<file path="src/rtl/adc_cfg_pkg.sv">
// Shared definitions for the ADC configuration sequencer: FSM state
// encoding, ADC interface register map and the default bring-up table.
package adc_cfg_pkg;

   typedef enum logic [3:0] {
      ST_IDLE  = 4'd0,
      ST_WR    = 4'd1,
      ST_GAP   = 4'd2,
      ST_RD    = 4'd3,
      ST_WAIT  = 4'd4,
      ST_CHK   = 4'd5,
      ST_NEXT  = 4'd6,
      ST_DONE  = 4'd7,
      ST_ERROR = 4'd8
   } state_t;

   localparam logic [3:0] REG_CTRL   = 4'd0;
   localparam logic [3:0] REG_GAIN   = 4'd1;
   localparam logic [3:0] REG_OFFSET = 4'd2;
   localparam logic [3:0] REG_CLKDIV = 4'd3;
   localparam logic [3:0] REG_MODE   = 4'd4;
   localparam logic [3:0] REG_CHEN   = 4'd5;
   localparam logic [3:0] REG_TEST   = 4'd6;
   localparam logic [3:0] REG_MON    = 4'd7;

   localparam logic [7:0] DEF_CTRL   = 8'hAA;
   localparam logic [7:0] DEF_GAIN   = 8'h01;
   localparam logic [7:0] DEF_OFFSET = 8'h02;
   localparam logic [7:0] DEF_CLKDIV = 8'h02;
   localparam logic [7:0] DEF_MODE   = 8'h02;
   localparam logic [7:0] DEF_CHEN   = 8'h01;
   localparam logic [7:0] DEF_TEST   = 8'h01;
   localparam logic [7:0] DEF_MON    = 8'h01;

   // Default write data for a table slot; slots beyond the register bank write 0.
   function automatic logic [7:0] default_data(input logic [3:0] idx);
      logic [7:0] val;
      case (idx)
         REG_CTRL:   val = DEF_CTRL;
         REG_GAIN:   val = DEF_GAIN;
         REG_OFFSET: val = DEF_OFFSET;
         REG_CLKDIV: val = DEF_CLKDIV;
         REG_MODE:   val = DEF_MODE;
         REG_CHEN:   val = DEF_CHEN;
         REG_TEST:   val = DEF_TEST;
         REG_MON:    val = DEF_MON;
         default:    val = 8'h00;
      endcase
      return val;
   endfunction

endpackage

</file>
<file path="src/rtl/adc_cfg_table.sv">
// Bring-up table: combinational index -> {address, data} lookup.
module adc_cfg_table
   import adc_cfg_pkg::*;
(
   input  logic [3:0] index,
   output logic [3:0] addr,
   output logic [7:0] data
);

   // Each entry targets the register whose address equals its index.
   always_comb begin
      addr = index;
      data = default_data(index);
   end

endmodule

</file>
<file path="src/rtl/adc_cfg_sequencer.sv">
// Avalon-MM master that walks the bring-up table and writes each entry into
// the ADC interface register bank. Define READBACK_VERIFY_EN to read every
// register back after writing it and stop with error/err_index on mismatch.
module adc_cfg_sequencer
   import adc_cfg_pkg::*;
#(
   parameter int NUM_ENTRIES  = 8,
   parameter int READ_LATENCY = 1,
   parameter int GAP_CYCLES   = 1
)(
   input  logic       main_clk,
   input  logic       reset,
   input  logic       start,
   output logic [3:0] address,
   output logic       write,
   output logic [7:0] writedata,
   output logic       read,
   input  logic [7:0] readdata,
   output logic       busy,
   output logic       done,
   output logic       error,
   output logic [3:0] err_index
);

   localparam logic [3:0] LAST_INDEX = 4'(NUM_ENTRIES - 1);

   state_t     state_q, state_d;
   logic [3:0] index_q, index_d;
   logic [2:0] cnt_q, cnt_d;
   logic [3:0] address_q, address_d;
   logic       write_q, write_d;
   logic [7:0] writedata_q, writedata_d;
   logic       busy_q, busy_d;
   logic       done_q, done_d;
   logic       gap_done;
   logic [3:0] tbl_addr;
   logic [7:0] tbl_data;
`ifdef READBACK_VERIFY_EN
   logic       read_q, read_d;
   logic       error_q, error_d;
   logic [3:0] err_index_q, err_index_d;
   logic [7:0] capt_q, capt_d;
`else
   logic       unused_readdata;
   assign unused_readdata = ^readdata;
`endif

   // The table is addressed by the next index so write data is registered
   // together with the WR state it belongs to.
   adc_cfg_table u_table (
      .index (index_d),
      .addr  (tbl_addr),
      .data  (tbl_data)
   );

   // Entry index: cleared when a pass is accepted, advanced in NEXT, never past the last entry.
   always_comb begin
      index_d = index_q;
      case (state_q)
         ST_IDLE, ST_DONE, ST_ERROR: if (start) index_d = 4'd0;
         ST_NEXT: if (index_q != LAST_INDEX) index_d = index_q + 4'd1;
         default: ;
      endcase
   end

   // Next-state and next-output logic for the sequencer.
   always_comb begin
      state_d     = state_q;
      cnt_d       = cnt_q;
      address_d   = address_q;
      write_d     = 1'b0;
      writedata_d = writedata_q;
      busy_d      = busy_q;
      done_d      = done_q;
      gap_done    = 1'b0;
`ifdef READBACK_VERIFY_EN
      read_d      = 1'b0;
      error_d     = error_q;
      err_index_d = err_index_q;
      capt_d      = capt_q;
`endif
      case (state_q)
         ST_IDLE, ST_DONE, ST_ERROR: begin
            if (start) begin
               busy_d      = 1'b1;
               done_d      = 1'b0;
`ifdef READBACK_VERIFY_EN
               error_d     = 1'b0;
               err_index_d = 4'd0;
`endif
               state_d     = ST_WR;
               write_d     = 1'b1;
               address_d   = tbl_addr;
               writedata_d = tbl_data;
            end
         end
         ST_WR: begin
            if (GAP_CYCLES > 0) begin
               state_d = ST_GAP;
               cnt_d   = 3'(GAP_CYCLES - 1);
            end else begin
               gap_done = 1'b1;
            end
         end
         ST_GAP: begin
            if (cnt_q == 3'd0) gap_done = 1'b1;
            else               cnt_d = cnt_q - 3'd1;
         end
`ifdef READBACK_VERIFY_EN
         ST_RD: begin
            if (READ_LATENCY == 1) begin
               state_d = ST_CHK;
               capt_d  = readdata;
            end else begin
               state_d = ST_WAIT;
               cnt_d   = 3'(READ_LATENCY - 2);
            end
         end
         ST_WAIT: begin
            if (cnt_q == 3'd0) begin
               state_d = ST_CHK;
               capt_d  = readdata;
            end else begin
               cnt_d = cnt_q - 3'd1;
            end
         end
         ST_CHK: begin
            if (capt_q == tbl_data) begin
               state_d = ST_NEXT;
            end else begin
               err_index_d = index_q;
               busy_d      = 1'b0;
               error_d     = 1'b1;
               state_d     = ST_ERROR;
            end
         end
`endif
         ST_NEXT: begin
            if (index_q == LAST_INDEX) begin
               busy_d  = 1'b0;
               done_d  = 1'b1;
               state_d = ST_DONE;
            end else begin
               state_d     = ST_WR;
               write_d     = 1'b1;
               address_d   = tbl_addr;
               writedata_d = tbl_data;
            end
         end
         default: state_d = ST_IDLE;
      endcase
      // Leaving the gap: read back the same address, or move on when not verifying.
      if (gap_done) begin
`ifdef READBACK_VERIFY_EN
         state_d = ST_RD;
         read_d  = 1'b1;
`else
         state_d = ST_NEXT;
`endif
      end
   end

   // State and registered outputs; reset aborts any pass in progress.
   always_ff @(posedge main_clk) begin
      if (reset) begin
         state_q     <= ST_IDLE;
         index_q     <= 4'd0;
         cnt_q       <= 3'd0;
         address_q   <= 4'd0;
         write_q     <= 1'b0;
         writedata_q <= 8'd0;
         busy_q      <= 1'b0;
         done_q      <= 1'b0;
`ifdef READBACK_VERIFY_EN
         read_q      <= 1'b0;
         error_q     <= 1'b0;
         err_index_q <= 4'd0;
         capt_q      <= 8'd0;
`endif
      end else begin
         state_q     <= state_d;
         index_q     <= index_d;
         cnt_q       <= cnt_d;
         address_q   <= address_d;
         write_q     <= write_d;
         writedata_q <= writedata_d;
         busy_q      <= busy_d;
         done_q      <= done_d;
`ifdef READBACK_VERIFY_EN
         read_q      <= read_d;
         error_q     <= error_d;
         err_index_q <= err_index_d;
         capt_q      <= capt_d;
`endif
      end
   end

   assign address   = address_q;
   assign write     = write_q;
   assign writedata = writedata_q;
   assign busy      = busy_q;
   assign done      = done_q;
`ifdef READBACK_VERIFY_EN
   assign read      = read_q;
   assign error     = error_q;
   assign err_index = err_index_q;
`else
   assign read      = 1'b0;
   assign error     = 1'b0;
   assign err_index = 4'd0;
`endif

endmodule

</file>
<file path="config.mk">
export PLATFORM = sky130hd
export DESIGN_NAME = adc_cfg_sequencer
export DESIGN_NICKNAME = d
export VERILOG_FILES = /design/src/rtl/adc_cfg_pkg.sv /design/src/rtl/adc_cfg_table.sv /design/src/rtl/adc_cfg_sequencer.sv
export SDC_FILE = /design/constraint.sdc
export NUM_CORES = 1
export LEC_CHECK = 0
export CAP_MARGIN = 20
export CORE_AREA = 2 2 59 61
export CTS_CLUSTER_SIZE = 40
export DETAILED_ROUTE_END_ITERATION = 12
export DIE_AREA = 0 0 61 63
export DONT_BUFFER_PORTS = 1
export PLACE_DENSITY = 0.47
export SLEW_MARGIN = 15
export SYNTH_ARGS = -nofsm -noshare
export SYNTH_HDL_FRONTEND = slang
export SYNTH_SLANG_ARGS = --single-unit
</file>
<file path="constraint.sdc">
create_clock -name main_clk -period 2.8 [get_ports main_clk]
set_input_delay 0.14 -clock main_clk [delete_from_list [all_inputs] [get_ports main_clk]]
set_output_delay 0.14 -clock main_clk [all_outputs]
set_load 0.01 [all_outputs]
</file>
# After elaboration in Yosys (flattened, before gate mapping)
# Memory sizes are Yosys's and may differ from the RTL's.
# Index checks and enable logic that the tools add are counted.
[totals] regBits=26 rom_bits=40 input_bits=11 out_inout_bits=21 mem_count=1
[mem_list] name="(name not given)" depth=8 word_bits=5 read_ports=1 rd_ports_with_merged_regs=0 wr=0 line_no="adc_cfg_pkg.sv:38" text="case (idx)"
[classes] add_sub_neg=2 n_eq_ne=13 muxes=27 bitwise_logic=1 n_reduce_logical=11
[ops] op="$mux 8" count=3
[ops] op="$mux 4" count=5
[ops] op="$pmux 4 s2" count=2
[ops] op="$pmux 4 s4" count=1
[ops] op="$pmux 8 s2" count=1
[ops] op="$eq 4x3->1 const B" count=3
[ops] op="$ne 2x2->1 const B" count=5
[ops] op="$mux 3" count=3
[ops] op="$mux 1" count=8
[ops] op="$pmux 1 s2" count=3
[ops] op="$pmux 3 s2" count=1
[ops] op="$reduce_and 2->1" count=3
[ops] op="$reduce_and 3->1" count=2
[ops] op="$add 4x1->4 const B" count=1
[ops] op="$eq 4x1->1 const B" count=1
[ops] op="$eq 4x2->1 const B" count=1
[ops] op="$eq 4x4->1 const B" count=1
[ops] op="$logic_not 4->1" count=1
[ops] op="$ne 4x3->1 const B" count=1
[ops] op="$reduce_bool 2->1" count=2
[ops] op="$logic_not 3->1" count=1
[ops] op="$ne 3x3->1 const B" count=1
[ops] op="$reduce_or 3->1" count=1
[ops] op="$sub 3x1->3 const B" count=1
[ops] op="other kinds (2)" count=2

# Longest topological paths before layout
# Gate-level depths: netlist of the first run.
# An unclocked memory read counts as a cell.
[logic_depth] ltp_word=7 mapped_depth=7

# By module
# From an unflattened synthesis of the first run, not the netlist that was laid out.
[unflattened] cells_unflattened=155 hier_area_um2=1353.8
[by_module_without_submodules] mod="adc_cfg_sequencer" instances=1 cells_per_inst=141 area_each_um2=1253.7
[by_module_without_submodules] mod="adc_cfg_table" instances=1 cells_per_inst=14 area_each_um2=100.1

# Least setup slack after synthesis of the first run
# No wires, ideal clock.
[synth_timing] kind="register -> register" startpoint="register index_q[0]" endpoint="register writedata_q[0], in the netlist writedata[0]" setup_time_ns=0.117 arrival_ns=1.884 required_time_ns=2.683 slack_ns=0.799 stages_incl_launch_ff=8 path_cell_list="dfxtp_1 > ha_1 > buf_2 > and3b_1 > mux2_2 > nand2_2 > mux2_4 > a22o_1"
[synth_via] elab_chain_cells=7 elab_cells_between_ends=13 classes_between="add/sub (1); eq/ne (3); mux (7); reduce/logical (1); memory (1)"
[synth_rtl] element="start, declared" line_no="adc_cfg_sequencer.sv:28" text="logic [3:0] index_q, index_d;"
[synth_rtl] element="start signal, assigned" line_no="adc_cfg_sequencer.sv:182" text="index_q <= index_d;"
[synth_rtl] element="$add 4x1->4 or $ne 4x3->1 (tied branches)" line_no="adc_cfg_sequencer.sv:61" text="ST_NEXT: if (index_q != LAST_INDEX) index_d = index_q + 4'd1;"
[synth_rtl] element="$mux 4" line_no="adc_cfg_sequencer.sv:61"
[synth_rtl] element="$pmux 4 s2" line_no="adc_cfg_sequencer.sv:59" text="case (state_q)"
[synth_rtl] element="$mem_v2 8x5"
[synth_rtl] element="$mux 8" line_no="adc_cfg_pkg.sv:38"
[synth_rtl] element="$mux 8 (on tied branches)" line_no="adc_cfg_sequencer.sv:139, adc_cfg_sequencer.sv:84"
[synth_rtl] element="$pmux 8 s2" line_no="adc_cfg_sequencer.sv:82" text="case (state_q)"
[synth_rtl] element="end signal, assigned" line_no="adc_cfg_sequencer.sv:186" text="writedata_q <= writedata_d;"
[synth_rtl] element="end, declared" line_no="adc_cfg_sequencer.sv:32" text="logic [7:0] writedata_q, writedata_d;"
# Several ways; a longest one is shown, not always the timed one. The select of a mux whose other input is x is not followed.
# A chain may end at the register's enable or synchronous reset.

# Worst setup path in the final report of the first run
[layout_timing] startpoint="register index_q[1]" endpoint="register writedata_q[0], in the netlist writedata[0]"
# The elaborated chain is that of the path after synthesis.

==> results.sh, run 1 <==
export IMPL_detail_route_antenna_nets=0
export IMPL_cp_startpoint="index_q[1]"
export IMPL_final_cell_area_um2=1210
export IMPL_layout_nets=156
export IMPL_num_vias=983
export IMPL_async_flop_share_pct=0
export IMPL_min_period_ps=2282
export IMPL_netlist_instances=149
export IMPL_drtPass1Iterations=4
export IMPL_critPathKind="flop to flop"
export IMPL_antenna_found_initial=0
export IMPL_max_cap_viol_count=0
export IMPL_synth_top_cell_area_share_pct=33.65
export IMPL_crit_path_end_kind="flop"
export IMPL_hp_class="input pin to flop"
export IMPL_synth_warnings=0
export IMPL_setup_tns_ps=0
export IMPL_clk_latency_ps=310
export IMPL_busiest_layer="met2"
export IMPL_cts_buffers=3
export IMPL_dpl_hpwl_um=1709
export IMPL_skew_ps=7.402
export IMPL_regArea_um2=400.4
export IMPL_antenna_cells=0
export IMPL_first_global_vias=904
export IMPL_synth_edf_count=0
export IMPL_p_leak_nw=0.4583
export IMPL_use_met2_pct=20.56
export IMPL_vias_per_cell=5.257
export IMPL_grt_pass1_wl_um=4098
export IMPL_grtUsageMet1_pct=19.52
export IMPL_cp_top_family="multiplexers"
export IMPL_grt_util_met3_pct=4.348
export IMPL_setup_violations=0
export IMPL_relSlewSlack_pct=52.01
export IMPL_clockBufferDepth=2
export IMPL_core_um2=3232
export IMPL_mostFrequentLayoutCell="dfxtp_1"
export IMPL_power_density_nw_per_um2=539.3
export IMPL_worst_r2r_setup_slack_ps=520
export IMPL_io_buffers=0
export IMPL_drt_iter0_drc=32
export IMPL_fillCellCount=360
export IMPL_die_w_um=61
export IMPL_critPathBufInv=0
export IMPL_grt_util_all_layers_pct=14.14
export IMPL_multi_input_area_um2=666.9
export IMPL_post_route_drc_count=0
export IMPL_drt_total_wl_um=2435
export IMPL_worstSetupStartpointType="flop"
export IMPL_max_freq_mhz=438.2
export IMPL_grt_overflow=0
export IMPL_syn_area_um2=1190
export IMPL_finalCritPeriodShare_pct=81.50
export IMPL_rows=21
export IMPL_grt_start_max_net_pins=19
export IMPL_gp_congestion=0.7417
export IMPL_r2r_end="writedata[0]"
export IMPL_arrival_ps=2500
export IMPL_reg2reg_from="index_q[1]"
export IMPL_synth_cell_types=41
export IMPL_final_cell_mix="dfxtp_1 (20), nand2_1 (15), a21oi_1 (15)"
export IMPL_ioPinCount=32
export IMPL_ys_flop_type="dfxtp_1"
export IMPL_required_ps=3020
export IMPL_hold_violations=0
export IMPL_clock_sinks=20
export IMPL_worst_slew_pin_slew_ps=717.5
export IMPL_cp_slowest_cell="dfxtp_1"
export IMPL_totalPowerFinal_mw=0.6526
export IMPL_die_area_um2=3843
export IMPL_cp_num_cells=6
export IMPL_synthTopCellsByArea="dfxtp_1 (34%), buf_4 (6.9%), a21oi_1 (6.3%)"
export IMPL_cts_tree="yes"
export IMPL_wire_per_inst_um=13.02
export IMPL_placed_area_um2=1147
export IMPL_synth_avg_cell_area_um2=7.986
export IMPL_slew_viol_final=0
export IMPL_ys_seq_area_share_pct=33.65
export IMPL_status="complete, no violations"
export IMPL_syn2layout_area_growth_pct=1.682
export IMPL_path_cells="ha_1, and3b_1, mux2_2, nand2_2, mux2_4, a22o_1"
export IMPL_drive_above_1_share_pct=7.801
export IMPL_rsz0062_at_grt="no"
export IMPL_reg2reg_depth=6
export IMPL_path_clk_slew_ps=130
export IMPL_irDropWorstVdd_v=0.0001983
export IMPL_worstSetupEndpoint="writedata[0]"
export IMPL_critPathMaxFanout=10
export IMPL_htree_levels=1
export IMPL_start_util_pct=36.82
export IMPL_whs_ps=28.18
export IMPL_slowest_delay_ps=460
export IMPL_yosys_area_top_type="dfxtp_1"
export IMPL_fp_dieH_um=63
export IMPL_cts_setup_buffers=0
export IMPL_ys_ff_latch=20
export IMPL_cts_root_buf="clkbuf_4"
[where the power goes]
part | switching (mW) | total (mW) | internal (mW)
clock network | 0.0974 | 0.242 | 0.145
registers | 0.0283 | 0.327 | 0.299
logic | 0.0505 | 0.0831 | 0.0325
[how the worst min path moves through the flow]
stage / from / end / slack, ps / cells after the start
2_1_floorplan: start / busy / 330 / 2
3_3_place_gp: reset / index_q[3] / 210 / 1
3_5_place_dp: reset / writedata[5] / 210 / 1
6_report: start / busy / 30 / 2
4_1_cts: start / busy / 30 / 2
5_1_grt: start / busy / 20 / 2
[synthesized netlist by cell type, types with 2 or more instances]
master	n
a22oi_1	4
nor2_1	8
o21ai_0	7
nand4_1	3
inv_1	6
or3_1	3
o211ai_2	2
clkbuf_1	6
nand2_1	15
a22o_1	2
a21oi_1	15
ha_1	3
nand3_1	5
a31oi_1	2
dfxtp_1	20
nand4b_1	2
mux2i_1	2
nor2b_1	5
buf_2	2
buf_4	11
nor3_1	5
and3b_1	2
[final cells by class]
type	count	share of cell area, %
clock buffers	3	1.861
clock inverters	1	2.482
inverters	6	1.861
multi-input cells	110	55.12
flip-flops and latches	20	33.09
well taps	46	4.757
repair buffers	1	0.8273
[flip-flops by register name, summed over array words and instances (netlist names)]
| name | count |
|---|---|
| address | 4 |
| writedata | 3 |
| done | 1 |
| index_q | 4 |
| busy | 1 |
| state_q | 3 |
| write | 1 |
| cnt_q | 3 |
[cells by family after synthesis]
logic type | synth area share, %
xor+xnor | 0.7362
buf+inv | 12.83
flops | 33.65
compound gates | 21.77
mux | 3.890
simple gates | 23.66
other cells | 0.3152
fa+ha+maj | 3.155
[metal layers]
metal / routed length (um) / share of wire [%] / up-vias
li1: - / - / 491
met1: 1216 / 50 / 462
met2: 1058 / 43 / 26
met3: 136 / 5.6 / 4
met4: 23 / 0.94 / 0
met5: 0 / 0 / -
[repair_timing]
| action | in CTS | in global routing |
|---|---|---|
| gates resized for setup | 0 | 0 |
| hold buffers | 1 | 0 |
| endpoints found under the hold margin | 18 | 0 |
[per-stage QoR]
step	instances	util [%]	setup WS (ps)
after floorplan	157	-	798.9
after global placement	182	35.50	544.0
after detailed placement	182	35.50	559.6
after CTS	187	37.44	527.9
after global routing	187	37.44	411.7
final	187	37.44	518.1
No activity file was read; power rests on OpenSTA's default activity.
==> inputs of run 2 (changes only) <==
==> constraint.sdc (replaced) <==
create_clock -name main_clk -period 2.3 [get_ports main_clk]
set_input_delay 0.115 -clock main_clk [delete_from_list [all_inputs] [get_ports main_clk]]
set_output_delay 0.115 -clock main_clk [all_outputs]
set_load 0.01 [all_outputs]
==> run 2 against run 1 <==
  * Sequential power grew 20%
  * Cell count grew 2.7%
  * Core utilization grew 0.46 points
  * Combinational power grew 44%
  * Global-route usage grew 0.97 points
  * First-iteration DRC count grew 9.4%
  * Count of clock-buffer cells in the layout is the same
  * Clock skew shrank 1.8 ps
  * Critical path depth is the same
  * Clock power shrank 31%
  * Largest cell class unchanged
  * Highest routed layer unchanged
==> results.sh, run 2 (synthesis gave the netlist of run 1 again) <==
export IMPL_arrival_ps=2240
export IMPL_whs_path_depth=2
export IMPL_irDropWorstVdd_v=0.0002788
export IMPL_status="complete, no violations"
export IMPL_drive_above_1_share_pct=10.96
export IMPL_hold_violations=0
export IMPL_required_ps=2510
export IMPL_mostFrequentLayoutCell="dfxtp_1"
export IMPL_busiest_layer="met2"
export IMPL_critPathKind="flop to flop"
export IMPL_core_um2=3232
export IMPL_min_period_ps=2033
export IMPL_rows=21
export IMPL_syn2layout_area_growth_pct=2.944
export IMPL_p_leak_nw=0.4757
export IMPL_antenna_found_initial=0
export IMPL_placed_area_um2=1192
export IMPL_placedCellCount=188
export IMPL_first_global_vias=993
export IMPL_rsz0062_at_grt="no"
export IMPL_path_clk_slew_ps=110
export IMPL_final_cell_mix="dfxtp_1 (20), nand2_1 (15), a21oi_1 (15)"
export IMPL_relSlewSlack_pct=51.06
export IMPL_setup_tns_ps=0
export IMPL_htree_levels=1
export IMPL_worstSetupStartpointType="flop"
export IMPL_cts_tree="yes"
export IMPL_slew_viol_final=0
export IMPL_fin_cells=192
export IMPL_grt_pass1_wl_um=4505
export IMPL_die_area_um2=3843
export IMPL_clockBufferDepth=2
export IMPL_grtUsageMet1_pct=21.49
export IMPL_layout_nets=162
export IMPL_clock_sinks=20
export IMPL_post_route_drc_count=0
export IMPL_fp_dieH_um=63
export IMPL_die_w_um=61
export IMPL_grt_start_max_net_pins=19
export IMPL_cts_buffers=3
export IMPL_final_cell_area_um2=1225
export IMPL_hp_class="input pin to flop"
export IMPL_critPathMaxFanout=7
export IMPL_vias_per_cell=5.156
export IMPL_grt_util_met3_pct=4.555
export IMPL_crit_path_end_kind="flop"
export IMPL_dpl_hpwl_um=1812
export IMPL_antenna_cells=0
export IMPL_worst_slack_ps=266.8
export IMPL_skew_ps=5.584
export IMPL_pre_cts_ws_ps=273.7
export IMPL_wire_per_inst_um=13.13
export IMPL_grt_overflow=0
export IMPL_cts_setup_buffers=0
export IMPL_gp_congestion=0.7631
export IMPL_drt_total_wl_um=2520
export IMPL_use_met2_pct=21.51
export IMPL_finalCritPeriodShare_pct=88.40
export IMPL_grt_util_all_layers_pct=15.11
export IMPL_max_freq_mhz=491.8
export IMPL_detail_route_antenna_nets=0
export IMPL_clk_latency_ps=300
export IMPL_num_vias=990
export IMPL_power_density_nw_per_um2=554.0
export IMPL_start_util_pct=36.82
export IMPL_setup_violations=0
export IMPL_post_cts_resized=0
export IMPL_drt_iter0_drc=35
export IMPL_worst_slew_pin_slew_ps=731.8
export IMPL_reg2reg_depth=6
export IMPL_io_buffers=0
export IMPL_cts_root_buf="clkbuf_4"
export IMPL_drtPass1Iterations=4
export IMPL_ioPinCount=32
export IMPL_max_cap_viol_count=0
run 2: cell types whose count changed in the layout (fill, tap and decap cells not counted), sizes merged:
cell    delta
buf        +6
bufinv     -1
run 2: critical path: stages, from the launching register on:
cell and delay, ps:
dfxtp_1 460, ha_1 200, and3b_1 260, mux2_2 370, nand2_2 110, mux2_4 300, a22o_1 230
run 2: final timing paths:
path,slack [ps],start,end
max,270,index_q[0],writedata[0]
min,10,start,busy
max reg2reg,270,index_q[0],writedata[0]
min reg2reg,510,address[1],address[1]
run 2: cell type report:
| type | instances | area (um2) |
|---|---|---|
| clock buffer | 3 | 22.52 |
| fill | 353 | 2007 |
| inverter | 6 | 22.52 |
| multi-input combinational | 110 | 666.9 |
| sequential | 20 | 400.4 |
| tap | 46 | 57.56 |
| timing repair buffer | 7 | 55.05 |
run 2: per-stage QoR:
| stage | total power, mW | hold slack (ps) | util [%] |
|---|---|---|---|
| after global routing | 0.7195 | 25.07 | 37.90 |
| after global placement | 0.5095 | 187.6 | 36.90 |
| after detailed placement | 0.5114 | 189.2 | 36.90 |
| after CTS | 0.6918 | 2.863 | 37.90 |
| final | 0.6785 | 10.36 | 37.90 |
| after floorplan | 0.5061 | 304.0 | - |
run 2: metal layers:
layer / vias up / wire [um]
met2: 29 / 1057
li1: 499 / -
met4: 0 / 27
met5: - / 0
met1: 458 / 1281
met3: 4 / 152
run 2: power breakdown:
group / total (mW) / leakage (nW) / internal [mW] / switching, mW
Sequential: 0.391 / 0.163 / 0.364 / 0.0267
Combinational: 0.120 / 0.299 / 0.0482 / 0.0717
Clock: 0.168 / 0.0138 / 0.0611 / 0.107
Total: 0.679 / 0.476 / 0.473 / 0.205
run 2: timing repair:
action / in CTS / in global routing
hold endpoints to repair: 18 / 0
endpoints found under the setup margin: 0 / 0
hold buffers: 1 / 0
